===== config.mk =====
export PLATFORM = sky130hd
export DESIGN_NAME = dmux_stream_router
export DESIGN_NICKNAME = d
export VERILOG_FILES = /design/src/rtl/dmux_stream_router.sv
export SDC_FILE = /design/constraint.sdc
export NUM_CORES = 1
export LEC_CHECK = 0
export CORE_MARGIN = 1
export CORE_UTILIZATION = 25
export DETAILED_ROUTE_END_ITERATION = 12
export PLACE_DENSITY = 0.56
export SKIP_LAST_GASP = 1
export SLEW_MARGIN = 0
export SYNTH_ARGS = -nofsm -noshare
export SYNTH_HDL_FRONTEND = slang
export SYNTH_SLANG_ARGS = --single-unit

===== constraint.sdc =====
create_clock -name clk -period 5.15 [get_ports clk]
set_clock_uncertainty 0.05 [all_clocks]
set_input_delay 1.03 -clock clk [delete_from_list [all_inputs] [get_ports clk]]
set_output_delay 1.03 -clock clk [all_outputs]
set_load 0.05 [all_outputs]

===== src/rtl/dmux_stream_router.sv =====
// dmux_stream_router: valid/ready demux into NCH registered one-entry channel slots,
// with all-or-nothing broadcast and a saturating count of discarded out-of-range words.
module dmux_stream_router #(
    parameter int WIDTH = 16,
    parameter int NCH = 8,
    parameter int SELW = 3
) (
    input  logic                 clk,
    input  logic                 reset,
    input  logic [WIDTH-1:0]     in_data,
    input  logic [SELW-1:0]      in_sel,
    input  logic                 in_bcast,
    input  logic                 in_valid,
    output logic                 in_ready,
    output logic [NCH*WIDTH-1:0] out_data,
    output logic [NCH-1:0]       out_valid,
    input  logic [NCH-1:0]       out_ready,
    output logic [7:0]           drop_count
);
    logic [NCH-1:0] can_take, hit, load;
    logic in_range, uni_ready, xfer, drop;
    assign can_take = ~out_valid | out_ready;
    always_comb begin
        hit = '0;
        for (int k = 0; k < NCH; k++) hit[k] = int'(in_sel) == k;
    end
    assign in_range = |hit;
    // Out-of-range selections are always accepted so the producer never stalls on them.
    assign uni_ready = in_range ? |(hit & can_take) : 1'b1;
    assign in_ready = in_bcast ? &can_take : uni_ready;
    assign xfer = in_valid & in_ready;
    assign load = {NCH{xfer}} & (in_bcast ? {NCH{1'b1}} : hit);
    assign drop = xfer & ~in_bcast & ~in_range;
    always_ff @(posedge clk or posedge reset) begin
        if (reset) begin
            out_valid <= '0;
            out_data <= '0;
            drop_count <= '0;
        end else begin
            for (int k = 0; k < NCH; k++) begin
                if (load[k]) begin
                    out_valid[k] <= 1'b1;
                    out_data[k*WIDTH +: WIDTH] <= in_data;
                end else if (out_ready[k]) begin
                    out_valid[k] <= 1'b0;
                end
            end
            if (drop && drop_count != 8'hFF) drop_count <= drop_count + 8'd1;
        end
    end
endmodule


==> key figures <==
Logic synthesis
  • Average size of a mapped cell: 9.38 sq um
  • Synth cell types: 26
  • Async SR Flop Fraction: 100%
  • Cell count after synthesis: 684
  • Post-synthesis register bit count: 144
  • Syn. warnings: 0
  • Post-synth top flop: dfrtp_1
  • Mapped Area: 6420 sq um
  • Seq/Total Area, Yosys: a little under three fifths
  • EDFF count, synth: 0
  • Post-Syn Nets: ~700

Clock tree
  • H-Tree Depth: 4
  • Root buffer cell: clkbuf_16
  • CTS tree: yes
  • Worst-Skew Late Latency: 0.43 ns
  • Postcts setup bufs: 0
  • CTS Buf Count: 17
  • Max Root-Sink Buffers: 2
  • Clock Sinks: 144
  • Reg clk slew, reported paths: roughly 0.06 ns
  • Post_cts resized: 0
  • Hold Buf Count CTS: 0

Placement
  • Final HPWL DP: about 16 mm
  • Inst Count DP: ~1100
  • Gp weighted congestion: 0.783
  • Port bufs: between 150 and 200

Detailed routing
  • Drt wl/cell: around 21 um
  • 1st-iter DRT viols: ~550
  • Via Count: 5644
  • Post-route ant nets: 0
  • Drt drc: 0
  • Total wire length: about 24 mm
  • Via density: about 4.8
  • TritonRoute pass-1 iters: 5

Critical path
  • Arrival time at the worst endpoint: ~3.0 ns
  • WP data required: between 4 and 5 ns
  • Setup Crit Path Kind: in2out
  • Crit path launch: in_sel[2]
  • FF-to-FF Start: out_valid[7]
  • CP Launch Type: input port
  • Worst Path Max Fanout: 8
  • Worst setup EP type: output port

Run
  • MaxCap Viol Count: 0

Die
  • Row count: 58
  • Initial Util: approximately 25%
  • Io pins: around 180
  • Chip Width: ~160 um
  • Core area: between 20000 and 30000 sq um
  • Die area: about 26000 sq um
  • Die height: approximately 160 um

STA
  • Aggregate negative setup slack: 0 ns
  • Achievable Freq: roughly 250 MHz
  • Tmin final: between 4 and 5 ns
  • Final Slew Violations: 0
  • Rel. slew slack: ~37%
  • Slew @ Worst Pin: approximately 0.95 ns
  • Fin crit share: roughly four fifths
  • Final setup violation count: 0
  • RSZ-0062 raised after global routing: no
  • Final Hold Violating Endpoints: 0

Layout
  • Commonest cells after routing, fill and taps aside: 258 x nand2_1, 174 x clkdlybuf4s50_1, 144 x dfrtp_1
  • Ant. Diodes: 0
  • Fill count: about 2500
  • Nets: roughly 850
  • Non-Filler Instances: about 1200
  • FF/Latch Area: about 3600 sq um
  • Multi-input logic area: ~2500 sq um
  • Most common cell after layout, fill and taps aside: nand2_1
  • Area Overhead vs Synth: 40.7%
  • Layout cells sized above 1: under 10%

GRT
  • Largest net degree at the start of global routing: 81
  • M3 GR Usage: 4.03%
  • GR Overflow Total: 0
  • Total track usage: 18.9%
  • First-pass GRT wire length: between 30 and 40 mm
  • Initial antenna violation count: 0
  • GR Util met1: about 26%
  • Met2 Use GR: a little under a third
  • Vias in the first global route: roughly 5600
  • GRT Max-Usage Layer: met2

Worst hold path
  • Hold Path Class: reg2reg
  • Hold Startpoint: drop_count[3]

Status
  • Outcome: finished, final reports clean

Pwr
  • Pwr Density: ~760 nW/um^2
  • Leakage: around 3.7 nW
  • Worst VDD drop: approximately 0.00034 V
cells by family (layout without fill, tap and decap cells):
| kind of cell | Yosys count | after routing | synth area share, % |
|---|---|---|---|
| simple gates | 336 | 336 | 23.4 |
| compound gates | 131 | 131 | 15.3 |
| mux | 1 | 1 | 0.351 |
| flops | 144 | 144 | 56.2 |
| buf+inv | 72 | 222 | 4.76 |
registers in the layout (all words and copies together), names as in the netlist:
register and count:
drop_count 8, out_data 128, out_valid 8
report_power, final:
group | internal, W | total (W) | switching, W
clock network | 0.000779 | 0.00129 | 0.000512
registers | 0.00162 | 0.00194 | 0.000320
logic | 0.00115 | 0.00359 | 0.00244
total | 0.00355 | 0.00683 | 0.00327
through the flow:
stage / worst slack (ns) / total power [W] / utilization [%] / instance area (sq um) / hold slack, ns
6_report: 1.10 / 0.00683 / 35.8 / 9030 / 0.324
5_1_grt: 1.02 / 0.00711 / 35.8 / 9030 / 0.339
4_1_cts: 1.14 / 0.00688 / 35.8 / 9030 / 0.329
3_5_place_dp: 1.16 / 0.00556 / 33.5 / 8420 / 0.315
3_3_place_gp: 1.08 / 0.00554 / 33.5 / 8420 / 0.314
2_1_floorplan: 0.204 / 0.00425 / - / 6420 / 0.689
area by class of cell:
class	count	share of cell area (%)
inverter	2	0.139
multi-input combinational	468	28.1
sequential	144	39.9
timing repair buffer	188	20.6
tap	330	4.57
clock buffer	20	4.95
clock inverter	12	1.73
cells in the mapped netlist (2+ instances only):
cell      count  area share [%]
a31oi_1       2            0.19
and2_1       16             1.6
buf_2        28             2.2
clkbuf_1     42             2.5
dfrtp_1     144              56
inv_1         2            0.12
nand2_1     258              15
nand2b_1      2            0.19
nand4_1      16             1.6
nor2b_1       9            0.88
nor3_1        2            0.16
nor3_2        7             1.1
o211ai_1    128              15
or3_1        16             1.6
critical path, stage by stage:
cell	delay (ns)
clkdlybuf4s50_1	0.53
inv_1	0.16
mux4_2	0.50
o311ai_0	0.45
buf_4	0.29
worst paths after layout:
path | to | slack, ns | cells past startpoint
setup / recovery | in_ready | 1.10 | 5
hold / removal | drop_count[3] | 0.32 | 0
setup reg to reg | out_data[17] | 2.16 | 6
hold reg to reg | drop_count[3] | 0.32 | 0
max in group asynchronous | out_data[88] | 3.13 | 3
min in group asynchronous | out_data[24] | 1.05 | 2
routing by layer:
| layer | wire length, um | part of all wire, % |
|---|---|---|
| met1 | 11100 | 46 |
| met2 | 11600 | 48 |
| met3 | 1330 | 5.5 |
| met4 | 240 | 0.99 |
| met5 | 0 | 0 |
Note: power is estimated with default switching activity, not from simulation.
